[src/rtl/pcpi_dispatch_pkg.sv]
// Shared definitions for the PCPI M-extension dispatcher: FSM state encoding,
// RV32M decode constants, the request payload bundle and the default timeout.
package pcpi_dispatch_pkg;

  localparam int unsigned XLEN            = 32;
  localparam int unsigned DEFAULT_TIMEOUT = 64;
  // funct3 at or above this value routes to the divider slave
  localparam int unsigned FUNCT3_DIV_SPLIT = 4;

  localparam logic [6:0] M_OPCODE = 7'b0110011;
  localparam logic [6:0] M_FUNCT7 = 7'b0000001;

  typedef enum logic [1:0] {
    ST_IDLE = 2'd0,
    ST_BUSY = 2'd1,
    ST_RESP = 2'd2,
    ST_HOLD = 2'd3
  } state_e;

  // Request latched on acceptance and presented to the selected slave
  typedef struct packed {
    logic [XLEN-1:0] insn;
    logic [XLEN-1:0] rs1;
    logic [XLEN-1:0] rs2;
  } pcpi_req_t;

endpackage

[src/rtl/pcpi_dispatch_m_decode.sv]
// Combinational RV32M detector and slave selector.
// Ports: insn_i (instruction word), is_m_c_o (instruction is an M-extension op),
//        sel_div_c_o (1 = divider slave, 0 = multiplier slave).
module pcpi_m_decode
  import pcpi_dispatch_pkg::*;
(
  input  logic [XLEN-1:0] insn_i,
  output logic            is_m_c_o,
  output logic            sel_div_c_o
);

  assign is_m_c_o    = (insn_i[6:0] == M_OPCODE) && (insn_i[31:25] == M_FUNCT7);
  assign sel_div_c_o = (insn_i[14:12] >= 3'(FUNCT3_DIV_SPLIT));

  // Register and rd fields play no part in the decision
  logic unused_insn_bits;
  assign unused_insn_bits = ^{insn_i[24:15], insn_i[11:7]};

endmodule

[src/rtl/pcpi_dispatch.sv]
// PCPI dispatcher: accepts RV32M requests from the core, forwards them to a
// multiplier or divider PCPI slave, returns the slave result, and forces a
// zero result with a sticky error flag if the slave does not answer in time.
// Ports: clk/reset (sync, active-high); core side pcpi_valid/insn/rs1/rs2 in,
//        pcpi_wr/rd/wait/ready out; mul_* and div_* slave request outputs and
//        response inputs; timeout_err sticky forced-completion flag.
module pcpi_dispatch
  import pcpi_dispatch_pkg::*;
#(
  parameter int unsigned TIMEOUT = DEFAULT_TIMEOUT
) (
  input  logic            clk,
  input  logic            reset,
  input  logic            pcpi_valid,
  input  logic [XLEN-1:0] pcpi_insn,
  input  logic [XLEN-1:0] pcpi_rs1,
  input  logic [XLEN-1:0] pcpi_rs2,
  output logic            pcpi_wr,
  output logic [XLEN-1:0] pcpi_rd,
  output logic            pcpi_wait,
  output logic            pcpi_ready,
  output logic            mul_valid,
  output logic [XLEN-1:0] mul_insn,
  output logic [XLEN-1:0] mul_rs1,
  output logic [XLEN-1:0] mul_rs2,
  input  logic            mul_wr,
  input  logic [XLEN-1:0] mul_rd,
  input  logic            mul_wait,
  input  logic            mul_ready,
  output logic            div_valid,
  output logic [XLEN-1:0] div_insn,
  output logic [XLEN-1:0] div_rs1,
  output logic [XLEN-1:0] div_rs2,
  input  logic            div_wr,
  input  logic [XLEN-1:0] div_rd,
  input  logic            div_wait,
  input  logic            div_ready,
  output logic            timeout_err
);

  localparam int unsigned TW = $clog2(TIMEOUT) + 1;

  state_e          state_q, state_d;
  logic [TW-1:0]   timer_q, timer_d;
  pcpi_req_t       req_q, req_d;
  logic            sel_div_q, sel_div_d;
  logic            wr_q, wr_d;
  logic [XLEN-1:0] rd_q, rd_d;
  logic            wait_q, wait_d;
  logic            ready_q, ready_d;
  logic            mul_valid_q, mul_valid_d;
  logic            div_valid_q, div_valid_d;
  logic            terr_q, terr_d;

  logic            dec_is_m_c;
  logic            dec_sel_div_c;
  logic            slv_ready_c;
  logic            slv_wr_c;
  logic [XLEN-1:0] slv_rd_c;

  pcpi_m_decode u_decode (
    .insn_i      (pcpi_insn),
    .is_m_c_o    (dec_is_m_c),
    .sel_div_c_o (dec_sel_div_c)
  );

  // Only the selected slave's response is observed
  assign slv_ready_c = sel_div_q ? div_ready : mul_ready;
  assign slv_wr_c    = sel_div_q ? div_wr    : mul_wr;
  assign slv_rd_c    = sel_div_q ? div_rd    : mul_rd;

  // Slave busy hints carry no information the dispatcher needs
  logic unused_slave_wait;
  assign unused_slave_wait = mul_wait ^ div_wait;

  // State register and registered outputs
  always_ff @(posedge clk) begin
    if (reset) begin
      state_q     <= ST_IDLE;
      timer_q     <= '0;
      req_q       <= '0;
      sel_div_q   <= 1'b0;
      wr_q        <= 1'b0;
      rd_q        <= '0;
      wait_q      <= 1'b0;
      ready_q     <= 1'b0;
      mul_valid_q <= 1'b0;
      div_valid_q <= 1'b0;
      terr_q      <= 1'b0;
    end else begin
      state_q     <= state_d;
      timer_q     <= timer_d;
      req_q       <= req_d;
      sel_div_q   <= sel_div_d;
      wr_q        <= wr_d;
      rd_q        <= rd_d;
      wait_q      <= wait_d;
      ready_q     <= ready_d;
      mul_valid_q <= mul_valid_d;
      div_valid_q <= div_valid_d;
      terr_q      <= terr_d;
    end
  end

  // Next state; outputs are derived from the state being entered so they
  // appear registered in the same cycle as that state
  always_comb begin
    state_d   = state_q;
    timer_d   = timer_q;
    req_d     = req_q;
    sel_div_d = sel_div_q;
    wr_d      = 1'b0;
    rd_d      = '0;
    ready_d   = 1'b0;
    terr_d    = terr_q;

    case (state_q)
      ST_IDLE: begin
        if (pcpi_valid && dec_is_m_c) begin
          req_d     = '{insn: pcpi_insn, rs1: pcpi_rs1, rs2: pcpi_rs2};
          sel_div_d = dec_sel_div_c;
          timer_d   = '0;
          state_d   = ST_BUSY;
        end
      end
      ST_BUSY: begin
        // A response arriving on the expiry cycle beats the timeout
        if (slv_ready_c) begin
          rd_d    = slv_rd_c;
          wr_d    = slv_wr_c;
          ready_d = 1'b1;
          state_d = ST_RESP;
        end else if (timer_q == TW'(TIMEOUT - 1)) begin
          ready_d = 1'b1;
          terr_d  = 1'b1;
          state_d = ST_RESP;
        end else begin
          timer_d = timer_q + TW'(1);
        end
      end
      ST_RESP: state_d = ST_HOLD;
      ST_HOLD: state_d = ST_IDLE;
      default: state_d = ST_IDLE;
    endcase

    wait_d      = (state_d == ST_BUSY);
    mul_valid_d = wait_d && !sel_div_d;
    div_valid_d = wait_d && sel_div_d;
  end

  assign pcpi_wr     = wr_q;
  assign pcpi_rd     = rd_q;
  assign pcpi_wait   = wait_q;
  assign pcpi_ready  = ready_q;
  assign mul_valid   = mul_valid_q;
  assign mul_insn    = req_q.insn;
  assign mul_rs1     = req_q.rs1;
  assign mul_rs2     = req_q.rs2;
  assign div_valid   = div_valid_q;
  assign div_insn    = req_q.insn;
  assign div_rs1     = req_q.rs1;
  assign div_rs2     = req_q.rs2;
  assign timeout_err = terr_q;

endmodule

[config.mk]
export PLATFORM = sky130hd
export DESIGN_NAME = pcpi_dispatch
export DESIGN_NICKNAME = d
export VERILOG_FILES = /design/src/rtl/pcpi_dispatch_pkg.sv /design/src/rtl/pcpi_dispatch_m_decode.sv /design/src/rtl/pcpi_dispatch.sv
export SDC_FILE = /design/constraint.sdc
export NUM_CORES = 1
export LEC_CHECK = 0
export ABC_AREA = 1
export BUFFER_PORTS_ARGS = -buffer_cell sky130_fd_sc_hd__buf_2
export CORE_AREA = 2 2 157 159
export DETAILED_ROUTE_END_ITERATION = 7
export DIE_AREA = 0 0 159 161
export PLACE_DENSITY = 0.55
export SLEW_MARGIN = 10
export SYNTH_ARGS = -nofsm -noshare
export SYNTH_HDL_FRONTEND = slang
export SYNTH_SLANG_ARGS = --single-unit
[constraint.sdc]
create_clock -name clk -period 1.3 [get_ports clk]
set_input_delay 0 -clock clk [delete_from_list [all_inputs] [get_ports clk]]
set_output_delay 0 -clock clk [all_outputs]
set_load 0.02 [all_outputs]
Yosys cells after proc, flatten, opt, wreduce, memory -nomap -nowiden. Index checks and enable logic that the tools add are counted.

Register bits after elaboration: 144. Input port bits: 169. Output and inout port bits: 230. Word-level logic and storage cells: 54.

$add $sub $neg: 1. Magnitude comparators: 1. Eq/ne operators: 10. Multiplexer cells: 15. Bitwise gates (word level): 2. Reductions and logical operators: 12.

Operator list (count): $mux W32 (1); $mux W7 (3); $eq A7 B6 Y1 const B (2); $pmux W7 S2 (1); $pmux W2 S4 (1); $add A7 B1 Y7 const B (1); $eq A7 B1 Y1 const B (1); $mux W1 (6); $mux W2 (3); $ne A2 B2 Y1 const B (3); $eq A2 B1 Y1 const B (2); $eq A2 B2 Y1 const B (2); $logic_and A1 B1 Y1 (4); $reduce_and A4 Y1 (1); $ge A3 B3 Y1 const B (1); $reduce_and A3 Y1 (1); $reduce_or A3 Y1 (1); $logic_not A2 Y1 (1); $not A1 Y1 (2); $reduce_and A2 Y1 (1); $reduce_bool A2 Y1 (1); $reduce_or A2 Y1 (1); $logic_not A1 Y1 (1).

Logic depth before layout (Yosys ltp). Gate-level depths: netlist (run 1).

Depth in word-level cells: 7. Mapped depth: 10. Gate-level depth less buffers: 9.

Modules after synthesis. A second synthesis (run 1) with hierarchy kept.

Cells, all modules: 774. Area, all modules: 5921.9 um^2.

By module, submodules not included: pcpi_dispatch (instances 1, cells each 753, area an instance 5839.4 um^2); pcpi_m_decode (instances 1, cells each 21, area an instance 82.6 um^2).

Worst setup path before layout (run 1). Ideal clock, no wire load.

Kind: register to register. From: register state_q[1]. To: register req_q (netlist bit div_insn[0]). Setup time: 128 ps. Arrival: 1168 ps. Required time: 1172 ps. Slack: 4 ps. Cell stages (with the launch flop): 10. Path buffers: 2. Cell sequence: dfxtp_1 > nor2_1 > nand4_1 > nor2_2 > nand2_2 > clkinv_2 > buf_6 > buf_6 > nor2_1 > nor2_1.

Word-level cells in the longest chain between the ends: 2.

RTL lines: start: declaration (RTL line pcpi_dispatch.sv:43) `state_e state_q, state_d;`; start signal: assignment (RTL line pcpi_dispatch.sv:91) `state_q <= state_d;`; $logic_not A2 Y1 (RTL line pcpi_dispatch.sv:117) `case (state_q)`; $reduce_and A2 Y1 (no source line); end signal: assignment (RTL line pcpi_dispatch.sv:93) `req_q <= req_d;`; end: declaration (RTL line pcpi_dispatch.sv:45) `pcpi_req_t req_q, req_d;`.

No other way between the ends. A chain may end at the register's enable or synchronous reset.

Worst setup path after layout (run 1).
From: register state_q[0]. To: register req_q (netlist bit div_rs1[27]).

The elaborated chain is that of the path after synthesis.

==> results of run 1 <==
==> sequential cells by signal, indices dropped and copies added, names as in the netlist <==
register	count
sel_div_q	1
div_rs2	32
pcpi_wait	1
state_q	2
timeout_err	1
timer_q	7
mul_valid	1
pcpi_ready	1
pcpi_rd	32
div_insn	32
div_valid	1
div_rs1	32
pcpi_wr	1
==> cells in the final DEF (no fill, tap or decap), drive strengths merged <==
| cell | Yosys | routed |
|---|---|---|
| clkinvlp | 0 | 6 |
| a21boi | 1 | 1 |
| a21oi | 38 | 38 |
| clkinv | 1 | 2 |
| clkbuf | 25 | 19 |
| ha | 1 | 1 |
| nand3b | 2 | 2 |
| nor2 | 202 | 202 |
| dfxtp | 144 | 144 |
| xnor2 | 1 | 1 |
| nand4 | 2 | 2 |
| bufinv | 0 | 1 |
| nand3 | 20 | 20 |
| a31oi | 1 | 1 |
| buf | 110 | 437 |
| inv | 28 | 33 |
| nor3b | 3 | 3 |
| nand2 | 107 | 107 |
| o21ai | 82 | 82 |
| dlygate4sd3 | 0 | 149 |
==> layer usage <==
metal | wire, um | GRT usage [%]
met5 | 0 | 0
met4 | 387 | 5.083
met3 | 1554 | 4.545
met2 | 10390 | 28.06
met1 | 8328 | 17.82
==> path summary, 6_finish.rpt <==
path                                                start                   endpoint  slack (ps)  depth (start not counted)
worst min-delay path                            div_ready      pcpi_ready$_SDFF_PP0_         130                          7
worst max-delay path                state_q[0]$_SDFF_PP0_   div_rs1[27]$_SDFFE_PP0P_         -80                          8
worst min register to register  div_insn[29]$_SDFFE_PP0P_  div_insn[29]$_SDFFE_PP0P_         470                          2
worst max register to register      state_q[0]$_SDFF_PP0_   div_rs1[27]$_SDFFE_PP0P_         -80                          8
==> final cells by class <==
class,count,area [um^2]
clock buffer,19,432.9
clock inverter,13,127.6
fill,2410,13920
inverter,29,110.1
multi-input combinational,460,2187
sequential,144,2888
tap,324,405.4
timing repair buffer,586,3891
==> logic make-up after synthesis <==
logic type / synth area share, %
simple gates: 22.67
xor+xnor: 0.1493
flops: 49.13
compound gates: 10.47
fa+ha+maj: 0.2132
buf+inv: 17.38
==> critical path: cells and delay by family (launching register included) <==
kind | cells | cell delay (ps)
AND/OR/NAND/NOR | 5 | 470
flip-flops | 1 | 320
buffers and inverters | 2 | 280
AO/OA/AOI/OAI | 1 | 170
==> through the flow <==
stage                     power [mW]  util [%]  TNS [ps]  std cells  worst slack [ps]
after global routing           10.40     41.91    -13110       1575            -175.2
after floorplan                4.640         -         0        768             4.281
after CTS                      10.10     41.09     -4055       1574            -80.26
final                          9.946     41.91     -3959       1575            -81.77
after detailed placement       4.934     32.27    -13360       1393            -189.7
after global placement         4.932     32.27    -12200       1393            -185.9
==> power groups by stage <==
stage	clock (mW)	combinational [mW]	sequential, mW
after floorplan	0	0.130	4.51
final	4.69	0.840	4.41
after global placement	0	0.421	4.51
after global routing	5.08	0.914	4.41
after detailed placement	0	0.424	4.51
after CTS	4.90	0.792	4.41
==> repair_timing <==
action                                 in CTS  in global routing
gates resized for setup                    63                 73
endpoints found under the hold margin     126                  0
pin swaps                                   4                  9
setup endpoints to repair                  96                133
hold buffers                              149                  0
setup buffers                               0                  1
==> metrics.txt, run 1 <==
Layout Area Growth over Synthesis=71.13%; share of cells above drive strength 1=42.37%; final worst slack=-81.77 ps; Clk pwr share=47.2%; WL per Instance=13.12 um; die footprint=25,600 um^2; core area=23,960 um^2; # H-tree levels=4; outcome=finished, violations left; Yosys warning total=0; Antenna Nets Post-Route=0; hpwl dp=13,900 um; pwr/cell area=990.4 nW/um^2; Synth Instances=768; syn_nets=938; VDD IR max=0.6446 mV; Placer Congestion=0.8012; critical path type=register to register; Pleak=5.077 nW; GR Util All Layers=15.61%; clock latency on the worst-skew pair=410 ps; post-synthesis sequential area ratio=49.13%; drt via density=4.106; Peak Freq=0.7237 GHz; first-pass GRT wire length=32,130 um; largest net degree at the start of global routing=71; skew final=7.855 ps; minimum clock period=1382 ps; Worst Tran Pin Value=409.1 ps; grt total ovfl=0; Hold Path Class=input pin to register; max-slew violations=0; Critical Path End Type=register; top_reg_cell synth=dfxtp_1; Synth cell types=23; Pint=7.625 mW; top post-synthesis cells by count=nor2_1 (199), dfxtp_1 (144), nand2_1 (104); DR vias=6,467; Slew headroom=72.73%; Final nets=1,408; Crit path top cell by count=nor2_1; violated checks=setup timing; Post-Syn Area per Cell=7.641 um^2; crit-path cells=nor2_1 > nand4_1 > nor2_2 > nand2_2 > buf_6 > buf_12 > o21ai_0 > nor2_1; CP required=1600 ps; Clock Path Buffers=2; Final Hold Violating Endpoints=0; top-count cell post-synth=nor2_1; critical path's slowest cell=dfxtp_2; clk slew on worst S/H paths=60 ps; Die W=159 um; # DRC=0; CTS tree=yes; Clock Sinks=144; CP max FO=42; area fraction of the dominant cell type after synthesis=49.13%; sequential share of power=44.4%; I/O Buffers=396; crit path launch type=register; initial core utilization=24.49%; fin crit share=106.3%; total CTS buffers=17; initial drt markers=344; Final Cell Area=10,040 um^2; switching share of power=23.34%; Synth area leaders=dfxtp_1 (49%), nor2_1 (13%), buf_4 (12%); Root Driver=clkbuf_16; async set-or-reset flop fraction in the synthesized netlist=0%; data arrival time of the worst path=1690 ps; logic gate share of total power=8.4%; dominant cell type by area after synthesis=dfxtp_1; Net Switching=2.321 mW; Fin Hold WS=128.0 ps; number of global-route vias before repair=6,226; Post-synth EDFFs=0; Final Setup Violations=90; post-synthesis instance area=5868 um^2; Rows=57; RSZ-0062 raised after global routing=yes; first-pass detailed-route iteration total=4; Die H=161 um; area post-placement=7734 um^2; Critical Path Max Stage Delay=320 ps; I/O Pins=399; Maximum Capacitance Violations=0; Seq cells post-synth=144; initial antenna violation count=0; total length of routed wires=20,660 um; Ant. Diodes=0
Note: power is estimated with default switching activity, not from simulation.
==> inputs of run 2 (changes only) <==
Settings changed: CORE_AREA 2 2 157 159 to 4 4 159 161, DIE_AREA 0 0 159 161 to 0 0 163 165.
==> metrics.txt, run 2 (synthesis results as in run 1) <==
outcome=finished, violations left (unchanged); violated checks=setup timing (unchanged); # fillers=2,393 (was 2,410); Final Hold Violating Endpoints=0 (unchanged); Crit path top cell by count=nor2_2 (was nor2_1); Pint=7.787 mW (was 7.625 mW); minimum clock period=1366 ps (was 1382 ps); data arrival time of the worst path=1680 ps (was 1690 ps); VDD IR max=0.6701 mV (was 0.6446 mV); hold depth=7 (unchanged); area post-placement=7729 um^2 (was 7734 um^2); RSZ-0062 raised after global routing=yes (unchanged); die footprint=26,900 um^2 (was 25,600 um^2); Placer Congestion=0.7367 (was 0.8012); first-pass detailed-route iteration total=4 (unchanged); critical path type=register to register (unchanged); CP required=1610 ps (was 1600 ps); R2R Setup Slk=-70 ps (was -80 ps); Maximum Capacitance Violations=0 (unchanged); max-slew violations=0 (unchanged); Hold Path Class=input pin to register (unchanged); skew final=10.11 ps (was 7.855 ps); Net Switching=2.306 mW (was 2.321 mW); share of cells above drive strength 1=40.83% (was 42.37%); Worst Tran Pin Value=381.8 ps (was 409.1 ps); clock latency on the worst-skew pair=420 ps (was 410 ps); WL per Instance=14.20 um (was 13.12 um); Antenna Nets Post-Route=0 (unchanged); core area=23,960 um^2 (unchanged); Final Cell Area=10,050 um^2 (was 10,040 um^2); final worst slack=-66.48 ps (was -81.77 ps); initial antenna violation count=1 (was 0); critical path's slowest cell=dfxtp_2 (unchanged); initial core utilization=24.49% (unchanged); Rows=57 (unchanged); Die W=163 um (was 159 um); Register-to-Register Path Depth=7 (was 8); Critical Path Max Stage Delay=330 ps (was 320 ps); FF-to-FF End=div_rs2[23]$_SDFFE_PP0P_ (was div_rs1[27]$_SDFFE_PP0P_); commonest non-fill, non-tap cell in the layout=buf_2 (unchanged); number of global-route vias before repair=6,456 (was 6,226); first-pass GRT wire length=32,820 um (was 32,130 um); # H-tree levels=4 (unchanged); Layout Area Growth over Synthesis=71.32% (was 71.13%); I/O Buffers=396 (unchanged); # DRC=0 (unchanged); Die H=165 um (was 161 um); CTS tree=yes (unchanged); Critical Path End Type=register (unchanged); CP max FO=55 (was 42); Clock Path Buffers=2 (unchanged); Hold Path Sink=pcpi_ready$_SDFF_PP0_ (unchanged); I/O Pins=399 (unchanged); commonest cells after routing, fill and taps aside=buf_2 (396), nor2_1 (195), dlygate4sd3_1 (149), dfxtp_1 (139), nand2_1 (100) (was buf_2 (396), nor2_1 (196), dlygate4sd3_1 (149), dfxtp_1 (140), nand2_1 (99)); GR Util All Layers=15.36% (was 15.61%); DR vias=6,538 (was 6,467); Clk pwr share=48.4% (was 47.2%); pwr/cell area=1004 nW/um^2 (was 990.4 nW/um^2); Clock Sinks=144 (unchanged); crit-path cells=nor2_2 > nand4_1 > nor2_2 > nand2_4 > buf_12 > o21ai_0 > nor2_1 (was nor2_1 > nand4_1 > nor2_2 > nand2_2 > buf_6 > buf_12 > o21ai_0 > nor2_1); Final nets=1,412 (was 1,408); Peak Freq=0.7318 GHz (was 0.7237 GHz); grt total ovfl=0 (unchanged); Pleak=5.132 nW (was 5.077 nW); Root Driver=clkbuf_16 (unchanged); total length of routed wires=22,410 um (was 20,660 um); crit path launch type=register (unchanged); clk slew on worst S/H paths=70 ps (was 60 ps); initial drt markers=277 (was 344); R2R Path Start=state_q[0]$_SDFF_PP0_ (unchanged); largest net degree at the start of global routing=87 (was 71); switching share of power=22.85% (was 23.34%); hold path startpoint=div_ready (unchanged); Final Setup Violations=75 (was 90); hpwl dp=14,960 um (was 13,900 um); PnR Total Power=10.09 mW (was 9.946 mW); total CTS buffers=17 (unchanged); drt via density=4.141 (was 4.106); logic gate share of total power=7.9% (was 8.4%); fin crit share=105.1% (was 106.3%); Slew headroom=74.55% (was 72.73%); sequential share of power=43.7% (was 44.4%)
-- run 2: changes by cell type in the layout (fill, tap and decap cells not counted), moves of 2 or more --
cell / delta
clkinvlp_4: -3
buf_6: -3
o21ai_0: +42
nand2_2: -3
o21ai_1: -14
clkbuf_1: -2
buf_4: +4
clkinv_4: +4
a21oi_2: +4
nand2_4: +3
a21oi_1: -4
o21ai_2: -27
-- run 2: what timing repair did --
| action | in CTS | in global routing |
|---|---|---|
| hold endpoints to repair | 131 | 0 |
| setup endpoints to repair | 102 | 133 |
| gates resized for setup | 35 | 36 |
| pin swaps | 5 | 4 |
| hold buffers | 149 | 0 |
| cloned | 2 | 1 |
| setup buffers | 1 | 0 |
-- run 2: final cells by class --
class | instances | area (um^2) | share of cell area [%]
timing repair buffer | 590 | 3968 | 39.46
sequential | 144 | 2889 | 28.74
multi-input combinational | 460 | 2092 | 20.81
clock buffer | 17 | 425.4 | 4.231
tap | 324 | 405.4 | 4.032
clock inverter | 14 | 157.7 | 1.568
inverter | 29 | 113.9 | 1.133
antenna | 1 | 2.502 | 0.02489
-- run 2: worst max-delay path by stage --
stage / cells after the start / from / slack (ps) / endpoint
detailed placement: 9 / pcpi_insn[26] / -200 / mul_valid$_SDFF_PP0_
global placement: 9 / pcpi_insn[26] / -220 / mul_valid$_SDFF_PP0_
floorplan: 9 / state_q[1]$_SDFF_PP0_ / 4 / div_insn[0]$_SDFFE_PP0P_
CTS: 7 / state_q[0]$_SDFF_PP0_ / -80 / div_rs1[2]$_SDFFE_PP0P_
finish: 7 / state_q[0]$_SDFF_PP0_ / -70 / div_rs2[23]$_SDFFE_PP0P_
global route: 7 / state_q[0]$_SDFF_PP0_ / -200 / div_rs1[7]$_SDFFE_PP0P_
-- run 2: per-layer routing --
metal  GRT usage (%)  up-vias  share of wire, %
li1                -     3270                 -
met1           16.49     2957                38
met2           27.83      279                52
met3           5.166       32               8.0
met4           6.062        0               2.1
met5               0        -                 0
-- run 2: power groups by stage --
stage | Sequential (mW) | Clock [mW] | Combinational, mW
2_1_floorplan | 4.51 | 0 | 0.130
3_3_place_gp | 4.51 | 0 | 0.414
3_5_place_dp | 4.51 | 0 | 0.417
4_1_cts | 4.41 | 5.04 | 0.781
5_1_grt | 4.41 | 5.24 | 0.873
6_report | 4.41 | 4.88 | 0.798
-- run 2: critical path, delay by kind of cell, from the launching register on --
kind                   cells  cell delay (ps)
AOI/OAI and AO/OA          1              190
buffers and inverters      1              200
and+or+nand+nor            5              510
DFF                        1              330
-- run 2: through the flow --
step                cells  util, %  hold WS, ps  setup WS [ps]  TNS (ps)
finish               1579    41.95        154.1         -66.48     -2285
global route         1579    41.95        202.5         -199.9    -15020
CTS                  1577    41.59        149.0         -80.60     -4296
detailed placement   1394    32.25        249.6         -203.7    -13560
global placement     1394    32.25        247.1         -215.9    -13670
floorplan             768        -        69.07          4.281         0
